--- src/rtl/vga_timing_output.sv ---
// VGA raster timing generator and pin driver with a pixel-clock divider, latency-aligned blanking,
// a bar test pattern and a frame-synchronous control register on the shared slave bus.
module vga_timing_output #(
  parameter int         PIX_DIV   = 4,
  parameter int         H_ACTIVE  = 640,
  parameter int         H_FP      = 16,
  parameter int         H_SYNC    = 96,
  parameter int         H_BP      = 48,
  parameter int         V_ACTIVE  = 480,
  parameter int         V_FP      = 10,
  parameter int         V_SYNC    = 2,
  parameter int         V_BP      = 33,
  parameter int         LAT       = 2,
  parameter logic [3:0] ADDR_CTRL = 4'hA
) (
  input  logic        clk,
  input  logic        rst,
  input  logic [3:0]  address,
  input  logic [3:0]  data,
  input  logic        valid,
  output logic        ack,
  output logic [3:0]  data_out,
  output logic        data_out_valid,
  input  logic [11:0] px_12bit_data,
  output logic [10:0] req_h,
  output logic [10:0] req_v,
  output logic        req_active,
  output logic        frame_start,
  output logic [3:0]  vga_r,
  output logic [3:0]  vga_g,
  output logic [3:0]  vga_b,
  output logic        vga_hs,
  output logic        vga_vs
);

  localparam int H_TOTAL = H_ACTIVE + H_FP + H_SYNC + H_BP;
  localparam int V_TOTAL = V_ACTIVE + V_FP + V_SYNC + V_BP;
  localparam int DIV_W   = (PIX_DIV > 2) ? $clog2(PIX_DIV) : 1;
  localparam int BAR_W   = H_ACTIVE / 8;

  localparam logic [DIV_W-1:0] DIV_LAST = DIV_W'(PIX_DIV - 1);
  localparam logic [10:0] H_LAST   = 11'(H_TOTAL - 1);
  localparam logic [10:0] V_LAST   = 11'(V_TOTAL - 1);
  localparam logic [10:0] H_ACT    = 11'(H_ACTIVE);
  localparam logic [10:0] V_ACT    = 11'(V_ACTIVE);
  localparam logic [10:0] HS_START = 11'(H_ACTIVE + H_FP);
  localparam logic [10:0] HS_END   = 11'(H_ACTIVE + H_FP + H_SYNC);
  localparam logic [10:0] VS_START = 11'(V_ACTIVE + V_FP);
  localparam logic [10:0] VS_END   = 11'(V_ACTIVE + V_FP + V_SYNC);

  function automatic logic [2:0] bar_index(input logic [10:0] h);
    bar_index = 3'd0;
    for (int i = 1; i < 8; i++) begin
      if (int'(h) >= i * BAR_W) bar_index = 3'(i);
    end
  endfunction

  function automatic logic [11:0] bar_colour(input logic [2:0] idx);
    case (idx)
      3'd0:    bar_colour = 12'hFFF;
      3'd1:    bar_colour = 12'hFF0;
      3'd2:    bar_colour = 12'h0FF;
      3'd3:    bar_colour = 12'h0F0;
      3'd4:    bar_colour = 12'hF0F;
      3'd5:    bar_colour = 12'hF00;
      3'd6:    bar_colour = 12'h00F;
      default: bar_colour = 12'h000;
    endcase
  endfunction

  logic [DIV_W-1:0] div_q, div_d;
  logic [10:0]      h_q, h_d, v_q, v_d;
  logic [3:0]       ctrl_q, ctrl_d, shd_q, shd_d, dout_q, dout_d;
  logic             ack_q, ack_d;
  logic [LAT-1:0]   act_sr_q, act_sr_d, hs_sr_q, hs_sr_d, vs_sr_q, vs_sr_d;
  logic [2:0]       bar_sr_q [LAT];
  logic [2:0]       bar_sr_d [LAT];
  logic [11:0]      rgb_q, rgb_d, pix_rgb;
  logic             hs_q, hs_d, vs_q, vs_d;
  logic             pix_tick, hs_raw, vs_raw, hit;

  always_comb begin
    pix_tick = (div_q == DIV_LAST);
    div_d    = pix_tick ? '0 : div_q + 1'b1;
    h_d      = h_q;
    v_d      = v_q;
    if (pix_tick) begin
      if (h_q == H_LAST) begin
        h_d = '0;
        v_d = (v_q == V_LAST) ? '0 : v_q + 11'd1;
      end else begin
        h_d = h_q + 11'd1;
      end
    end
  end

  assign frame_start = pix_tick && (h_q == '0) && (v_q == '0);
  assign req_active  = (h_q < H_ACT) && (v_q < V_ACT);
  assign hs_raw      = (h_q >= HS_START) && (h_q < HS_END);
  assign vs_raw      = (v_q >= VS_START) && (v_q < VS_END);

  // Timing qualifiers travel LAT ticks so they meet the pixel data fetched for the same coordinate.
  always_comb begin
    act_sr_d = act_sr_q;
    hs_sr_d  = hs_sr_q;
    vs_sr_d  = vs_sr_q;
    for (int i = 0; i < LAT; i++) bar_sr_d[i] = bar_sr_q[i];
    if (pix_tick) begin
      act_sr_d[0] = req_active;
      hs_sr_d[0]  = hs_raw;
      vs_sr_d[0]  = vs_raw;
      bar_sr_d[0] = bar_index(h_q);
      for (int i = 1; i < LAT; i++) begin
        act_sr_d[i] = act_sr_q[i-1];
        hs_sr_d[i]  = hs_sr_q[i-1];
        vs_sr_d[i]  = vs_sr_q[i-1];
        bar_sr_d[i] = bar_sr_q[i-1];
      end
    end
  end

  always_comb begin
    pix_rgb = 12'h000;
    if (act_sr_q[LAT-1] && shd_q[0]) begin
      pix_rgb = shd_q[1] ? bar_colour(bar_sr_q[LAT-1]) : px_12bit_data;
    end
    rgb_d = pix_tick ? pix_rgb : rgb_q;
    hs_d  = pix_tick ? ~(hs_sr_q[LAT-1] ^ shd_q[2]) : hs_q;
    vs_d  = pix_tick ? ~(vs_sr_q[LAT-1] ^ shd_q[3]) : vs_q;
  end

  // The shadow copy is only refreshed at frame start so pin behaviour never changes mid-frame.
  always_comb begin
    hit    = valid && (address == ADDR_CTRL);
    ctrl_d = hit ? data : ctrl_q;
    ack_d  = hit;
    dout_d = hit ? data : 4'h0;
    shd_d  = frame_start ? ctrl_q : shd_q;
  end

  always_ff @(posedge clk or posedge rst) begin
    if (rst) begin
      div_q    <= '0;
      h_q      <= '0;
      v_q      <= '0;
      ctrl_q   <= 4'b0001;
      shd_q    <= 4'b0001;
      dout_q   <= 4'h0;
      ack_q    <= 1'b0;
      act_sr_q <= '0;
      hs_sr_q  <= '0;
      vs_sr_q  <= '0;
      for (int i = 0; i < LAT; i++) bar_sr_q[i] <= 3'd0;
      rgb_q    <= 12'h000;
      hs_q     <= 1'b1;
      vs_q     <= 1'b1;
    end else begin
      div_q    <= div_d;
      h_q      <= h_d;
      v_q      <= v_d;
      ctrl_q   <= ctrl_d;
      shd_q    <= shd_d;
      dout_q   <= dout_d;
      ack_q    <= ack_d;
      act_sr_q <= act_sr_d;
      hs_sr_q  <= hs_sr_d;
      vs_sr_q  <= vs_sr_d;
      for (int i = 0; i < LAT; i++) bar_sr_q[i] <= bar_sr_d[i];
      rgb_q    <= rgb_d;
      hs_q     <= hs_d;
      vs_q     <= vs_d;
    end
  end

  assign ack            = ack_q;
  assign data_out_valid = ack_q;
  assign data_out       = dout_q;
  assign req_h          = h_q;
  assign req_v          = v_q;
  assign vga_r          = rgb_q[11:8];
  assign vga_g          = rgb_q[7:4];
  assign vga_b          = rgb_q[3:0];
  assign vga_hs         = hs_q;
  assign vga_vs         = vs_q;

endmodule

--- config.mk ---
export PLATFORM = sky130hd
export DESIGN_NAME = vga_timing_output
export DESIGN_NICKNAME = d
export VERILOG_FILES = /design/src/rtl/vga_timing_output.sv
export SDC_FILE = /design/constraint.sdc
export NUM_CORES = 1
export LEC_CHECK = 0
export BUFFER_PORTS_ARGS = -buffer_cell sky130_fd_sc_hd__buf_2
export CORE_UTILIZATION = 50
export DETAILED_ROUTE_END_ITERATION = 16
export PLACE_DENSITY_LB_ADDON = 0.1
export SLEW_MARGIN = 20
export SYNTH_ARGS = -nofsm -noshare
export SYNTH_HDL_FRONTEND = slang
export SYNTH_SLANG_ARGS = --single-unit
--- constraint.sdc ---
create_clock -name clk -period 2.2 [get_ports clk]
set_clock_uncertainty 0.05 [all_clocks]
set_input_delay 0.44 -clock clk [delete_from_list [all_inputs] [get_ports clk]]
set_output_delay 0.44 -clock clk [all_outputs]
set_load 0.1 [all_outputs]
==> run summary <==
Outcome -> finished, final reports clean
Final WL -> 6.40 mm
TritonCTS clock tree -> yes
Hold_buf cts -> 0
Largest delay contributor family on the critical path -> simple AND/OR/NAND/NOR gates
Sink Count -> 63
WS Path Type -> reg -> out
Initial antenna violation count -> 0
Most used DFF post-synth -> dfrtp_1
Buffers added on ports -> 66
Register area share after synthesis -> 0.533
Critical-path top delay cell -> dfrtp_2
Placed Cells -> 416
Filler cell count -> 454
CTS clock-pin slew for the worst setup and hold paths -> 0.07 ns
RSZ-0062 raised after global routing -> yes
Crit path cell chain -> inv_2 -> ha_4 -> nor4b_4 -> nand4_1 -> nor2_4 -> buf_12
CP startpoint kind -> register
Syn_nets -> 312
Fin. max-slew vios -> 0
Core ar. -> 5610 µm²
Cell Area, Synth -> 2970 µm²
Initial Util -> 0.529
VDD IR-drop max -> 0.411 mV
First-pass GRT wire length -> 10.6 mm
DR WL/cell -> 14.5 µm
# IOs -> 67
Synthesized area per cell -> 10.4 µm²
Peak Freq -> 0.457 GHz
Post-synthesis cell type count -> 42
Die Y -> 79.0 µm
Area Growth Syn to Fin -> 28.4%
Leakage power -> 1.80 nW
# rows -> 27
Final period utilization -> 0.995
Final Hold Vio Count -> 0
Cells after synthesis -> 284
Number of global-route vias before repair -> 2271
Longest Clk Path Bufs -> 2
Post-synth EDFFs -> 0
#FFs+latches synth -> 63
Adder-cell area share of the yosys netlist -> 0.0245
Total grt overflow -> 0
Max-Cap Viols -> 0
Relative slew slack -> 0.649
Slowest stage delay, CP -> 0.41 ns
Drt pass-1 iters -> 4
GRT Total Usage -> 0.225
Pwr dens -> 607 nW/µm²
Num CTS Buffers -> 9
Final core utilization -> 0.679
Fin nets -> 393
Largest net degree at the start of global routing -> 64
Post-route ant nets -> 0
Hpwl dp -> 4.25 mm
Syn. warnings -> 0
Via count -> 2381
Starting DRT DRC Count -> 122
Non-Filler Instances -> 442
HP Class -> in -> async
Critical path capture point type -> output port
Multiplexer share of the synthesized area -> 0.0679
Power consumption -> 2.31 mW
Antenna cells -> 0
Die Width -> 79.0 µm
Worst path bufs/invs -> 2
Worst-path fanout max -> 2
Post-Synth Simple-Gate Area -> 0.172
Share of cells above drive strength 1 -> 0.443
Die area -> 6240 µm²
Residual DRC -> 0
Largest family of logic cells by synthesized area -> simple AND/OR/NAND/NOR gates
Htree depth -> 3
Clock Latency Late Sink -> 0.33 ns
Final setup viols -> 0
Gpl congestion -> 0.858
Actual slew at the worst max-slew pin -> 0.527 ns
Ys async rst share -> 1.00
Compound-Gate Fraction of Synth Area -> 0.0975
Period minus WS final -> 2.19 ns
Vias per cell -> 5.39
Post-Synth XOR/XNOR Area -> 0.0384
Req. time, crit path -> 1.71 ns
Arrival time at the worst endpoint -> 1.70 ns
CTS root buf -> clkbuf_8
==> layout make-up <==
type	instances	area, µm²	share of cell area
flip-flops and latches	63	1610	0.422
multi-input cells	181	1310	0.344
repair buffers	85	515	0.135
clock buffers	10	128	0.0335
inverters	25	93.8	0.0246
well taps	72	90.1	0.0237
clock inverters	6	61.3	0.0161
==> cells by family (layout without fill, tap and decap cells) <==
| group | after synthesis | after routing |
|---|---|---|
| AND/OR/NAND/NOR | 98 | 98 |
| buffers and inverters | 40 | 126 |
| multiplexers | 18 | 18 |
| flip-flops | 63 | 63 |
| AO/OA/AOI/OAI | 46 | 46 |
| adder cells (fa/ha/maj) | 6 | 6 |
| XOR/XNOR | 13 | 13 |
==> layer usage <==
| metal | GRT usage | vias up | part of all wire |
|---|---|---|---|
| li1 | - | 1146 | - |
| met1 | 0.285 | 1136 | 0.44 |
| met2 | 0.349 | 87 | 0.48 |
| met3 | 0.0805 | 12 | 0.064 |
| met4 | 0.0909 | 0 | 0.017 |
| met5 | 0 | - | 0 |
==> worst paths after layout <==
| kind | depth (start not counted) | startpoint | to | slack, ns |
|---|---|---|---|---|
| setup / recovery | 6 | req_h[0]$_DFFE_PP0P_ | frame_start | 0.01 |
| hold / removal | 3 | rst | ack$_DFF_PP0_ | 0.11 |
| setup reg to reg | 7 | req_h[0]$_DFFE_PP0P_ | req_v[3]$_DFFE_PP0P_ | 0.17 |
| hold reg to reg | 1 | div_q[0]$_DFF_PP0_ | div_q[0]$_DFF_PP0_ | 0.45 |
| max in group asynchronous | 3 | rst | shd_q[0]$_DFFE_PP1P_ | 1.68 |
| min in group clk | 2 | data[1] | data_out[1]$_DFF_PP0_ | 0.27 |
==> state kept, by name, summed over array words and instances, names as in the netlist <==
| register | flops |
|---|---|
| vga_hs | 1 |
| hs_sr_q | 2 |
| ack | 1 |
| bar_sr_q | 6 |
| rgb_q | 12 |
| req_h | 11 |
| shd_q | 4 |
| vs_sr_q | 2 |
| vga_vs | 1 |
| ctrl_q | 4 |
| act_sr_q | 2 |
| req_v | 11 |
| data_out | 4 |
| div_q | 2 |
==> through the flow <==
step                      hold WS, ns  TNS, ns  instance area (µm²)  worst slack [ns]
after CTS                       0.127        0                 3750           0.00569
after detailed placement        0.370        0                 3480             0.248
after global placement          0.362        0                 3480             0.289
final                           0.108        0                 3810            0.0106
after floorplan                 0.353   -0.169                 3050           -0.0823
after global routing            0.127  -0.0547                 3810           -0.0547
==> layout by cell type, fill, tap and decap left out, drive strengths merged, types with 8 or more instances in the layout <==
| master | netlist | final |
|---|---|---|
| buf | 6 | 85 |
| clkbuf | 9 | 10 |
| dfrtp | 59 | 59 |
| inv | 25 | 25 |
| mux2 | 17 | 17 |
| nand2 | 18 | 18 |
| nand3 | 15 | 15 |
| nor2 | 29 | 29 |
| nor3 | 10 | 10 |
| o21ai | 14 | 14 |
| o22ai | 14 | 14 |
| xnor2 | 8 | 8 |
==> worst min-delay path, stage by stage <==
cell	delay (ns)
buf_2	0.10
inv_2	0.06
buf_12	0.29
==> cells in the mapped netlist (2+ instances only) <==
cell	n	area share
dfrtp_1	59	0.50
nor2_1	29	0.037
inv_1	25	0.032
nand2_1	18	0.023
mux2_2	17	0.065
nand3_1	15	0.025
o21ai_0	14	0.024
o22ai_1	14	0.030
nor3_1	10	0.017
xnor2_1	8	0.024
clkbuf_1	7	0.0089
a31oi_1	5	0.011
and2_1	5	0.011
ha_1	5	0.021
nand4_1	5	0.011
xor2_1	5	0.015
dfstp_2	4	0.035
a21o_1	3	0.0076
buf_6	3	0.011
nand4b_1	3	0.0089
nor4b_1	3	0.0089
a21oi_1	2	0.0034
and3_1	2	0.0042
buf_1	2	0.0025
clkbuf_8	2	0.0093
o31ai_1	2	0.0051
or3_4	2	0.0076
==> timing repair <==
item | CTS | global route
pin swaps | 3 | 2
setup endpoints to repair | 1 | 2
buffers inserted | 6 | 4
hold endpoints to repair | 0 | 0
gates resized for setup | 7 | 5
==> where the power goes <==
| group | switching, mW | internal, mW |
|---|---|---|
| Sequential | 0.0164 | 1.19 |
| Clock | 0.439 | 0.519 |
| Combinational | 0.102 | 0.0468 |
(Power assumes the default switching activity.)
